[config.mk]
export PLATFORM = sky130hd
export DESIGN_NAME = beep_player
export DESIGN_NICKNAME = d
export VERILOG_FILES = /design/src/rtl/beep_player.sv
export SDC_FILE = /design/constraint.sdc
export NUM_CORES = 1
export LEC_CHECK = 0
export BUFFER_PORTS_ARGS = -buffer_cell sky130_fd_sc_hd__buf_2
export CAP_MARGIN = 0
export CELL_PAD_IN_SITES_DETAIL_PLACEMENT = 0
export CELL_PAD_IN_SITES_GLOBAL_PLACEMENT = 1
export CORE_UTILIZATION = 43
export CTS_CLUSTER_SIZE = 25
export DETAILED_ROUTE_END_ITERATION = 7
export GPL_TIMING_DRIVEN = 0
export PLACE_DENSITY = 0.79
export SLEW_MARGIN = 10
export SYNTH_ARGS = -nofsm -noshare
export SYNTH_HDL_FRONTEND = slang
export SYNTH_SLANG_ARGS = --single-unit
[constraint.sdc]
create_clock -name clk -period 3.95 [get_ports clk]
set_clock_uncertainty 0.1 [all_clocks]
set_input_delay 0.79 -clock clk [delete_from_list [all_inputs] [get_ports clk]]
set_output_delay 0.79 -clock clk [all_outputs]
set_load 0.01 [all_outputs]
[src/rtl/beep_player.sv]
// Multi-tune square-wave buzzer engine: note ROM, elaboration-time pitch table,
// tick-based note durations, one-shot or looped playback.
module beep_player #(
  parameter int CLK_HZ      = 100_000_000,
  parameter int TICK_CYCLES = 12_500_000,
  parameter int TUNE_LEN    = 16
) (
  input  logic                        clk,
  input  logic                        rst_n,
  input  logic                        start,
  input  logic [1:0]                  tune_sel,
  input  logic                        loop_en,
  input  logic                        stop,
  input  logic                        mute,
  output logic                        beep,
  output logic                        busy,
  output logic                        done,
  output logic [$clog2(TUNE_LEN)-1:0] note_idx
);

  // state | meaning
  // IDLE  | waiting for start
  // LOAD  | latch ROM entry at idx, clear tone/tick counters, decode END
  // PLAY  | sound note or rest for (len+1) ticks
  // FIN   | one-cycle done pulse after a non-looped tune
  localparam logic [1:0] S_IDLE = 2'd0;
  localparam logic [1:0] S_LOAD = 2'd1;
  localparam logic [1:0] S_PLAY = 2'd2;
  localparam logic [1:0] S_FIN  = 2'd3;

  localparam int  IDX_W  = $clog2(TUNE_LEN);
  localparam int  TICK_W = (TICK_CYCLES > 1) ? $clog2(TICK_CYCLES) : 1;
  localparam real SEMI   = 1.0594630943592953;
  localparam logic [4:0] P_END = 5'd31;

  // Equal-temperament half period in clk cycles, code 10 = A4 = 440 Hz.
  function automatic int half_of(input int k);
    real f;
    f = 440.0;
    if (k >= 10) begin
      for (int i = 10; i < k; i++) f = f * SEMI;
    end else begin
      for (int i = k; i < 10; i++) f = f / SEMI;
    end
    return $rtoi(real'(CLK_HZ) / (2.0 * f) + 0.5);
  endfunction

  localparam int HALF_MAX = half_of(1);
  localparam int CNT_W    = $clog2(HALF_MAX + 1);

  localparam logic [IDX_W-1:0]  IDX_LAST = IDX_W'(TUNE_LEN - 1);
  localparam logic [TICK_W-1:0] TICK_TOP = TICK_W'(TICK_CYCLES - 1);

  function automatic logic [7:0] rom_entry(input logic [1:0] tune,
                                           input logic [IDX_W-1:0] idx);
    logic [7:0] e;
    int         i;
    i = int'(idx);
    e = {P_END, 3'd0};
    case (tune)
      2'd0: begin
        case (i)
          0: e = {5'd1,  3'd0};
          1: e = {5'd5,  3'd0};
          2: e = {5'd8,  3'd0};
          3: e = {5'd13, 3'd0};
          default: e = {P_END, 3'd0};
        endcase
      end
      2'd1: begin
        case (i)
          0: e = {5'd17, 3'd0};
          1: e = {5'd20, 3'd1};
          default: e = {P_END, 3'd0};
        endcase
      end
      2'd2: begin
        case (i)
          0: e = {5'd8, 3'd1};
          1: e = {5'd0, 3'd0};
          2: e = {5'd5, 3'd1};
          3: e = {5'd1, 3'd3};
          default: e = {P_END, 3'd0};
        endcase
      end
      default: begin
        case (i)
          0: e = {5'd1, 3'd0};
          1: e = {5'd3, 3'd0};
          2: e = {5'd5, 3'd0};
          3: e = {5'd1, 3'd0};
          default: e = {P_END, 3'd0};
        endcase
      end
    endcase
    return e;
  endfunction

  logic [CNT_W-1:0] half_tab [32];
  for (genvar k = 0; k < 32; k++) begin : g_half
    if (k >= 1 && k <= 24) begin : g_tone
      assign half_tab[k] = CNT_W'(half_of(k));
    end else begin : g_rest
      assign half_tab[k] = '0;
    end
  end

  logic [1:0]        state_q, state_d;
  logic [1:0]        tune_q, tune_d;
  logic              loop_q, loop_d;
  logic [IDX_W-1:0]  idx_q, idx_d;
  logic              wrap_q, wrap_d;
  logic [4:0]        pitch_q, pitch_d;
  logic [2:0]        len_q, len_d;
  logic [CNT_W-1:0]  half_cnt_q, half_cnt_d;
  logic              phase_q, phase_d;
  logic [TICK_W-1:0] tick_cnt_q, tick_cnt_d;
  logic [2:0]        note_tick_q, note_tick_d;
  logic              beep_q, beep_d;
  logic              busy_q, busy_d;
  logic              done_q, done_d;

  logic [7:0]       rom_q;
  logic             is_end;
  logic             tone_on;
  logic             tick_last;
  logic [CNT_W-1:0] half_m1;

  assign rom_q     = rom_entry(tune_q, idx_q);
  // A tune that fills every slot without END still terminates.
  assign is_end    = wrap_q || (rom_q[7:3] == P_END);
  assign tone_on   = (pitch_q != 5'd0) && (pitch_q <= 5'd24);
  assign tick_last = (tick_cnt_q == TICK_TOP);
  assign half_m1   = half_tab[pitch_q] - 1'b1;

  always_comb begin
    state_d     = state_q;
    tune_d      = tune_q;
    loop_d      = loop_q;
    idx_d       = idx_q;
    wrap_d      = wrap_q;
    pitch_d     = pitch_q;
    len_d       = len_q;
    half_cnt_d  = half_cnt_q;
    phase_d     = phase_q;
    tick_cnt_d  = tick_cnt_q;
    note_tick_d = note_tick_q;

    case (state_q)
      S_LOAD: begin
        pitch_d     = rom_q[7:3];
        len_d       = rom_q[2:0];
        half_cnt_d  = '0;
        phase_d     = 1'b0;
        tick_cnt_d  = '0;
        note_tick_d = '0;
        if (is_end) begin
          if (loop_q) begin
            state_d = S_LOAD;
            idx_d   = '0;
            wrap_d  = 1'b0;
          end else begin
            state_d = S_FIN;
          end
        end else begin
          state_d = S_PLAY;
        end
      end
      S_PLAY: begin
        if (tone_on) begin
          if (half_cnt_q == half_m1) begin
            half_cnt_d = '0;
            phase_d    = ~phase_q;
          end else begin
            half_cnt_d = half_cnt_q + 1'b1;
          end
        end
        if (tick_last) begin
          tick_cnt_d = '0;
          if (note_tick_q == len_q) begin
            state_d = S_LOAD;
            if (idx_q == IDX_LAST) wrap_d = 1'b1;
            else                   idx_d  = idx_q + 1'b1;
          end else begin
            note_tick_d = note_tick_q + 3'd1;
          end
        end else begin
          tick_cnt_d = tick_cnt_q + 1'b1;
        end
      end
      S_FIN:   state_d = S_IDLE;
      default: state_d = state_q;
    endcase

    if (start) begin
      state_d = S_LOAD;
      tune_d  = tune_sel;
      loop_d  = loop_en;
      idx_d   = '0;
      wrap_d  = 1'b0;
    end
    if (stop) begin
      state_d = S_IDLE;
    end
  end

  // Output stage lags the phase by one cycle and drops as soon as PLAY is left.
  always_comb begin
    busy_d = (state_d != S_IDLE);
    done_d = (state_d == S_FIN);
    beep_d = (state_q == S_PLAY) && (state_d == S_PLAY) && tone_on &&
             phase_q && !mute;
  end

  always_ff @(posedge clk) begin
    if (!rst_n) begin
      state_q     <= S_IDLE;
      tune_q      <= 2'd0;
      loop_q      <= 1'b0;
      idx_q       <= '0;
      wrap_q      <= 1'b0;
      pitch_q     <= 5'd0;
      len_q       <= 3'd0;
      half_cnt_q  <= '0;
      phase_q     <= 1'b0;
      tick_cnt_q  <= '0;
      note_tick_q <= 3'd0;
      beep_q      <= 1'b0;
      busy_q      <= 1'b0;
      done_q      <= 1'b0;
    end else begin
      state_q     <= state_d;
      tune_q      <= tune_d;
      loop_q      <= loop_d;
      idx_q       <= idx_d;
      wrap_q      <= wrap_d;
      pitch_q     <= pitch_d;
      len_q       <= len_d;
      half_cnt_q  <= half_cnt_d;
      phase_q     <= phase_d;
      tick_cnt_q  <= tick_cnt_d;
      note_tick_q <= note_tick_d;
      beep_q      <= beep_d;
      busy_q      <= busy_d;
      done_q      <= done_d;
    end
  end

  assign beep     = beep_q;
  assign busy     = busy_q;
  assign done     = done_q;
  assign note_idx = idx_q;

endmodule

==> results.toml, run 1 <==
[synthesis]
async_reset_ff_share_pct = 0
syn-instance-count = 626
ys.flop_type = "dfxtp_1"
syn-cell-area_um2 = 4900
synth_edf_count = 0
synth_area_per_cell_um2 = 7.83
ys_top_cells_by_area = "dfxtp_1 27%, xnor2_1 5.9%, ha_1 5.6%"
ys.warnings.count = 0
ys_ff_latch = 66
yosysTopAreaCell = "dfxtp_1"
synth.distinct_cells = 82
yosysSeqAreaShare_pct = 26.9
synth_top_cell_area_share_pct = 26.9
syn_nets = 656

[place]
postPlaceCellArea_um2 = 5140
hpwl_um = 9160
gp_congestion = 0.944
portBuffers = 13
dp_cells = 779

[layout]
fin_area_um2 = 5820
drive_above_1_share_pct = 17.2
nNetsFinal = 701
syn2layout_area_growth_pct = 18.6
fin_cells = 816
antenna_cells = 0

[setup_path]
setup.worst_path.start = "pitch_q[0]"
crit_type = "reg -> reg"
r2r-end = "half_cnt_q[14]"
r2r-start = "pitch_q[0]"
rr_worst_depth = 17
arrival_ps = 3920
cp-end-kind = "flip-flop"
regToRegSetupSlack_ps = 160
critPathMaxFanout = 6
cp.required_ps = 4080
critPathLaunchType = "flip-flop"
cp-endpoint = "half_cnt_q[14]"

[sta]
maxSlewViolCount = 0
min_period_ps = 3790
max-slew-margin-rel_pct = 54.2
tns_ps = 0
post-route-period-util_pct = 95.9
finalSetupViolations = 0
max_slew.worst_pin.slew_ps = 683
finalHoldViolations = 0
whs_ps = 377
fmax_mhz = 264

[global_route]
grt_max_degree = 12
first_global_vias = 4319
grt-ovfl-total = 0
antenna_found_initial = 0
grt_pass1_wl_um = 20900
grtUsageTotal_pct = 22.6

[power]
p_clk_share_pct = 41.4
p_int_uw = 1410
switchingPower_uw = 569
p_comb_share_pct = 24.2
seq_power_share_pct = 34.4
p_sw_share_pct = 28.8
p_per_area_nw_per_um2 = 340
p_leak_uw = 0.00224
p_total_uw = 1980
vdd_drop_max_uv = 300

[clock_tree]
cts_max_level = 3
cts_buffer_depth = 2
clock_latency_ps = 340
cts_buffers = 9
cts_sinks = 66
cts_tree = "built"
clockRootBuffer = "clkbuf_16"
clkSlewWorstSetupHoldPaths_ps = 60

[die]
start_util_pct = 44.7
die_w_um = 109
rows = 38
ios = 15
core_area_um2 = 11000
dieArea_um2 = 11800
die_h_um = 109

[drt]
vias = 4686
wl_per_cell_um = 15.7
totalWireLength_um = 12800
drc = 0
ant_nets = 0
drt_iter0_drc = 254
via_per_inst = 5.74
first_pass_iters = 4

[flow_run]
drv_cap = 0

[min_path]
min_path_type = "reg -> reg"

[outcome]
outcome = "finished, final reports clean"
## what timing repair did
item	in CTS	in global routing
endpoints found under the setup margin	19	19
resized for setup	19	30
buffers inserted	6	15
pin swaps	3	16
hold buffers	0	0
cloned	0	1
## sequential cells by signal, summed over array words and instances, names as in the netlist, 2 cells and up
name	flops
tick_cnt_q	24
half_cnt_q	18
pitch_q	5
note_idx	4
note_tick_q	3
len_q	2
state_q	2
tune_q	2
## layout by cell type (no fill, tap or decap), types with 4 or more instances in the layout
cell / count
xor2_1: 28
nand2_1: 67
inv_1: 18
or2_2: 7
buf_2: 18
xnor2_1: 33
nor2b_1: 14
nor3_1: 13
ha_1: 17
o21ai_0: 19
nor3b_1: 4
and3b_1: 4
clkbuf_1: 20
ha_4: 4
and3_1: 11
mux2i_1: 11
dfxtp_1: 64
nand2b_1: 15
o21a_1: 6
nand3b_1: 5
a21oi_1: 26
a31oi_1: 6
buf_6: 5
clkbuf_16: 9
nor2_1: 69
clkinvlp_4: 4
and2_1: 6
nand4_1: 14
o211ai_1: 6
buf_4: 24
nor4_1: 4
nand3_1: 24
## critical path, cell delays in order (launching register included)
cell	delay [ps]
dfxtp_4	370
buf_8	120
clkinvlp_4	150
ha_4	340
nand2_4	90
a311o_1	400
nand2_2	120
ha_4	130
nor4b_2	180
and4_1	210
buf_4	140
a31o_2	150
nand4_1	130
nor4b_4	290
nand4_1	210
a21oi_4	310
buf_6	170
nor2_1	40
## cell families after synthesis
kind of cell               synth area share [%]
adders and majority gates                  5.61
buffers and inverters                      5.00
and+or+nand+nor                            30.4
xor gates and xnor gates                   10.9
muxes                                      3.39
AOI/OAI and AO/OA                          17.8
DFF                                        26.9
## per-layer routing
metal / vias to the layer above / routed length [um] / track usage (%)
li1: 2297 / - / -
met1: 2183 / 5730 / 29.6
met2: 171 / 5910 / 36.1
met3: 35 / 796 / 3.89
met4: 0 / 388 / 10.6
met5: - / 0 / 0
## power groups by stage
stage	clock network, uW	logic (uW)	registers (uW)
after floorplan	0	310	693
after global placement	0	390	695
after detailed placement	0	394	695
after global routing	868	518	681
after CTS	843	418	681
final	819	479	681
## area by class of cell
type / count / area (um^2)
sequential: 66 / 1330
buffer: 33 / 179
inverter: 21 / 90.1
clock buffer: 13 / 260
fill: 1043 / 5160
clock inverter: 3 / 46.3
timing repair buffer: 35 / 241
tap: 140 / 175
multi-input combinational: 505 / 3500
## metrics by stage
stage / setup WS (ps) / util [%]
floorplan: 24.5 / -
global placement: -663 / 46.8
detailed placement: -624 / 46.8
CTS: 6.60 / 50.8
global route: -52.7 / 53.0
finish: 163 / 53.0
## synthesized netlist by cell type (all sizes together) (12+ instances only)
master / number
a21oi: 29
nor3: 15
buf: 14
nand3: 25
ha: 22
xnor2: 33
nor2b: 14
nand4: 14
and3: 12
xor2: 28
dfxtp: 66
o21ai: 20
nor2: 72
nand2b: 15
nand2: 69
inv: 21
clkbuf: 20
## worst min path at each step
stage | startpoint | end | slack, ps | cells past startpoint
floorplan | wrap_q | wrap_q | 340 | 2
global placement | wrap_q | wrap_q | 350 | 2
detailed placement | wrap_q | wrap_q | 360 | 2
CTS | wrap_q | wrap_q | 370 | 2
global route | wrap_q | wrap_q | 430 | 2
finish | wrap_q | wrap_q | 380 | 2
Note: power is estimated with default switching activity, not from simulation.
==> run 2: changes to the inputs <==
--- a/config.mk
+++ b/config.mk
@@ -9,6 +9,7 @@
 export CAP_MARGIN = 0
 export CELL_PAD_IN_SITES_DETAIL_PLACEMENT = 0
 export CELL_PAD_IN_SITES_GLOBAL_PLACEMENT = 1
+export CORE_ASPECT_RATIO = 0.5
 export CORE_UTILIZATION = 43
 export CTS_CLUSTER_SIZE = 25
 export DETAILED_ROUTE_END_ITERATION = 7
==> results.toml, run 2 (same netlist as run 1, synthesis figures left out) <==
[outcome]
outcome = "finished, final reports clean"

[clock_tree]
cts_buffers = 9
cts_sinks = 66
cts_tree = "built"
cts_buffer_depth = 2
clockRootBuffer = "clkbuf_16"
clkSlewWorstSetupHoldPaths_ps = 60
clock_latency_ps = 330
cts_max_level = 3

[sta]
maxSlewViolCount = 0
max-slew-margin-rel_pct = 50.2
finalHoldViolations = 0
max_slew.worst_pin.slew_ps = 742
min_period_ps = 3810
whs_ps = 394
finalWorstSetupSlack_ps = 140
finalSetupViolations = 0
fmax_mhz = 262
post-route-period-util_pct = 96.5

[global_route]
first_global_vias = 4137
grtUsageTotal_pct = 22.2
antenna_found_initial = 0
grt-ovfl-total = 0
grt_max_degree = 14
grt_pass1_wl_um = 21000

[drt]
ant_nets = 0
totalWireLength_um = 12800
drc = 0
first_pass_iters = 6
drt_iter0_drc = 346
via_per_inst = 5.65
wl_per_cell_um = 15.6
vias = 4632

[setup_path]
cp_slowest_cell = "nor4b_4"
crit_chain = "buf_6 -> clkinvlp_4 -> ha_2 -> or2_2 -> a21oi_4 -> nor3_4 -> ha_4 -> nor4b_4 -> and4_1 -> buf_6 -> xnor2_1 -> nand4_1 -> nor4b_4 -> nand4_1 -> a21oi_4 -> buf_6 -> nor2_1"
cp-end-kind = "flip-flop"
critPathMaxFanout = 7
crit_family = "simple AND/OR/NAND/NOR gates"
worst-path-buf-inv = 4
worst_path_most_repeated_cell = "buf_6"
critPathLaunchType = "flip-flop"
arrival_ps = 3940
crit_type = "reg -> reg"
cp.required_ps = 4080
slowest_delay_ps = 390

[layout]
top_regs = "tick_cnt_q (24), half_cnt_q (18), pitch_q (5)"
largest_register_ff_count = 24
antenna_cells = 0
drive_above_1_share_pct = 17.6
nNetsFinal = 700
syn2layout_area_growth_pct = 18.9
fin_cells = 820
fin_area_um2 = 5830
final_cell_mix = "69 x nor2_1, 67 x nand2_1, 63 x dfxtp_1, 33 x xnor2_1, 28 x xor2_1"
top_register = "tick_cnt_q"
layout_commonest_cell = "nor2_1"

[place]
pre_cts_ws_ps = -733
dp_cells = 784
gp_congestion = 0.924
portBuffers = 13
postPlaceCellArea_um2 = 5150
hpwl_um = 9220

[power]
vdd_drop_max_uv = 221
p_leak_uw = 0.00224
p_total_uw = 2040
p_per_area_nw_per_um2 = 350

[die]
die_h_um = 77.5
core_area_um2 = 11000
ios = 15
rows = 27
start_util_pct = 44.4
dieArea_um2 = 11900
die_w_um = 153

[flow_run]
drv_cap = 0

[min_path]
min_path_type = "reg -> reg"
-- run 2: path summary, 6_finish.rpt --
path / depth (start not counted) / start / slack (ps) / end
min reg2reg: 2 / note_tick_q[1] / 390 / note_tick_q[1]
max: 17 / pitch_q[0] / 140 / half_cnt_q[13]
min: 2 / note_tick_q[1] / 390 / note_tick_q[1]
max reg2reg: 17 / pitch_q[0] / 140 / half_cnt_q[13]
-- run 2: layer usage --
metal / vias up / track usage [%] / wire length, um
met5: - / 0 / 0
met4: 0 / 5.66 / 156
met3: 16 / 4.86 / 699
met2: 124 / 34.2 / 5480
met1: 2193 / 31.2 / 6440
li1: 2299 / - / -
-- run 2: timing repair --
item,in CTS,in global routing
gates resized for setup,25,24
setup buffers,4,16
gates cloned,1,0
hold buffers,0,0
endpoints found under the setup margin,19,19
pin swaps,6,16
-- run 2: layout make-up --
cell class	count	area (um^2)
repair buffers	34	230
plain buffers	33	176
clock inverters	7	101
fillers	1043	5220
multi-input cells	505	3490
flip-flops and latches	66	1330
well taps	145	181
clock buffers	9	225
inverters	21	88.8
-- run 2: power breakdown --
| part | total [uW] | internal [uW] | leakage, uW | switching [uW] |
|---|---|---|---|---|
| combinational | 478 | 212 | 0.00155 | 266 |
| sequential | 680 | 672 | 0.000535 | 7.62 |
| clock | 882 | 558 | 0.000153 | 324 |
| total | 2040 | 1440 | 0.00224 | 598 |
-- run 2: stage by stage --
stage	utilization [%]	setup TNS, ps
3_3_place_gp	46.6	-11180
4_1_cts	50.9	0
5_1_grt	52.8	-172
2_1_floorplan	-	0
6_report	52.8	0
3_5_place_dp	46.6	-12110
-- run 2: worst min-delay path, delay by kind of cell (launching register included) --
kind               cells  cell delay [ps]
AOI/OAI and AO/OA      1               60
DFF                    1              330
and+or+nand+nor        1               60
==> run 3: changes to the inputs <==
--- a/config.mk
+++ b/config.mk
@@ -15,7 +15,6 @@
 export DETAILED_ROUTE_END_ITERATION = 7
 export GPL_TIMING_DRIVEN = 0
 export PLACE_DENSITY = 0.79
-export SLEW_MARGIN = 10
 export SYNTH_ARGS = -nofsm -noshare
 export SYNTH_HDL_FRONTEND = slang
 export SYNTH_SLANG_ARGS = --single-unit
==> constraint.sdc (replaced) <==
create_clock -name clk -period 3.5 [get_ports clk]
set_clock_uncertainty 0.1 [all_clocks]
set_input_delay 0.7 -clock clk [delete_from_list [all_inputs] [get_ports clk]]
set_output_delay 0.7 -clock clk [all_outputs]
set_load 0.01 [all_outputs]
==> results.toml, run 3 (same netlist as run 1, synthesis figures left out) <==
[outcome]
outcome = "finished, violations left"
violations = "setup timing"

[place]
portBuffers = 13
hpwl_um = 9300
gp_congestion = 0.881
postPlaceCellArea_um2 = 5250

[global_route]
antenna_found_initial = 0
first_global_vias = 4286
grt_pass1_wl_um = 21400
grtUsageTotal_pct = 22.7
grt_max_degree = 14
grt-ovfl-total = 0

[setup_path]
critPathMaxFanout = 10
critPathLaunchType = "flip-flop"
rr_worst_depth = 15
slowest_delay_ps = 350
crit_type = "reg -> reg"
arrival_ps = 3740
cp.required_ps = 3630
cp_slowest_cell = "dfxtp_4"
cp-end-kind = "flip-flop"
crit_chain = "buf_6 -> buf_4 -> buf_4 -> buf_4 -> nor3b_1 -> o221ai_1 -> a221oi_2 -> o21a_1 -> mux2i_1 -> o41ai_2 -> nor4b_4 -> nand4_1 -> a21oi_4 -> buf_6 -> nor2_2"
worst_path_most_repeated_cell = "buf_4"

[min_path]
min_path_type = "reg -> reg"
min_path_cells = 2

[sta]
tns_ps = -1340
fmax_mhz = 277
post-route-period-util_pct = 103
max-slew-margin-rel_pct = 61.4
finalHoldViolations = 0
finalSetupViolations = 17
max_slew.worst_pin.slew_ps = 580
rsz0062_at_grt = "true"
finalWorstSetupSlack_ps = -109
min_period_ps = 3610
maxSlewViolCount = 0

[clock_tree]
clockRootBuffer = "clkbuf_16"
cts_buffer_depth = 2
cts_tree = "built"
clkSlewWorstSetupHoldPaths_ps = 60
cts_max_level = 3
clock_latency_ps = 330
cts_sinks = 66
cts_buffers = 9

[die]
ios = 15
rows = 27
die_h_um = 77.5
start_util_pct = 44.4
die_w_um = 153
core_area_um2 = 11000
dieArea_um2 = 11900

[power]
p_leak_uw = 0.00231
vdd_drop_max_uv = 262
p_per_area_nw_per_um2 = 377
p_total_uw = 2280

[layout]
fin_area_um2 = 6050
layout_commonest_cell = "nand2_1"
nNetsFinal = 710
final_cell_mix = "68 x nand2_1, 63 x dfxtp_1, 61 x nor2_1, 32 x xnor2_1, 29 x buf_4"
antenna_cells = 0
drive_above_1_share_pct = 21.6
top_register = "tick_cnt_q"
largest_register_ff_count = 24
syn2layout_area_growth_pct = 23.4
top_regs = "tick_cnt_q (24), half_cnt_q (18), pitch_q (5)"

[drt]
drc = 0
drt_iter0_drc = 532
first_pass_iters = 6
vias = 4641
totalWireLength_um = 13100
ant_nets = 0
wl_per_cell_um = 15.8
via_per_inst = 5.59

[flow_run]
drv_cap = 0
==> run 3: changes by cell type in the layout (fill, tap and decap cells not counted), sizes merged <==
cell / previous run / this run
clkinvlp: 4 / 2
inv: 21 / 23
clkinv: 1 / 2
buf: 49 / 56
bufinv: 2 / 1
clkbuf: 27 / 30
==> run 3: timing repair <==
action | in CTS | in global routing
gates resized for setup | 37 | 30
endpoints found under the setup margin | 19 | 19
hold endpoints to repair | 0 | 0
pin swaps | 35 | 21
hold buffers | 0 | 0
gates cloned | 1 | 0
buffers inserted | 26 | 4
==> run 3: worst max-delay path: cells and delay by family, from the launching register on <==
| kind | cells | cell delay (ps) |
|---|---|---|
| mux | 1 | 100 |
| flops | 1 | 350 |
| compound gates | 5 | 1340 |
| buf+inv | 5 | 790 |
| simple gates | 4 | 830 |
==> run 3: per-stage QoR <==
stage / hold slack, ps / instances / util, % / setup slack (ps)
floorplan: 338 / 626 / - / 8.60
global placement: 364 / 784 / 47.5 / -585
detailed placement: 380 / 784 / 47.5 / -538
CTS: 397 / 827 / 53.5 / -174
global route: 428 / 830 / 54.8 / -237
finish: 399 / 830 / 54.8 / -109
==> run 3: area by class of cell <==
| type | instances | area [um^2] |
|---|---|---|
| buffer | 33 | 193 |
| clock buffer | 9 | 225 |
| clock inverter | 7 | 76.3 |
| fill | 1023 | 5000 |
| inverter | 21 | 98.8 |
| multi-input combinational | 505 | 3620 |
| sequential | 66 | 1330 |
| tap | 145 | 181 |
| timing repair buffer | 44 | 324 |
==> run 3: worst paths after layout <==
kind | startpoint | slack [ps] | end
max | pitch_q[2] | -110 | half_cnt_q[11]
min | len_q[1] | 400 | len_q[1]
max reg2reg | pitch_q[2] | -110 | half_cnt_q[11]
min reg2reg | len_q[1] | 400 | len_q[1]
==> run 3: where the power goes <==
| part | switching (uW) | internal (uW) | leakage (uW) |
|---|---|---|---|
| clock | 357 | 556 | 0.000142 |
| sequential | 8.32 | 759 | 0.000535 |
| combinational | 328 | 274 | 0.00163 |
==> run 3: routing by layer <==
| metal | track usage [%] | wire, um |
|---|---|---|
| met3 | 4.92 | 692 |
| met2 | 34.3 | 5540 |
| met1 | 32.2 | 6780 |
| met4 | 6.57 | 116 |
| met5 | 0 | 0 |
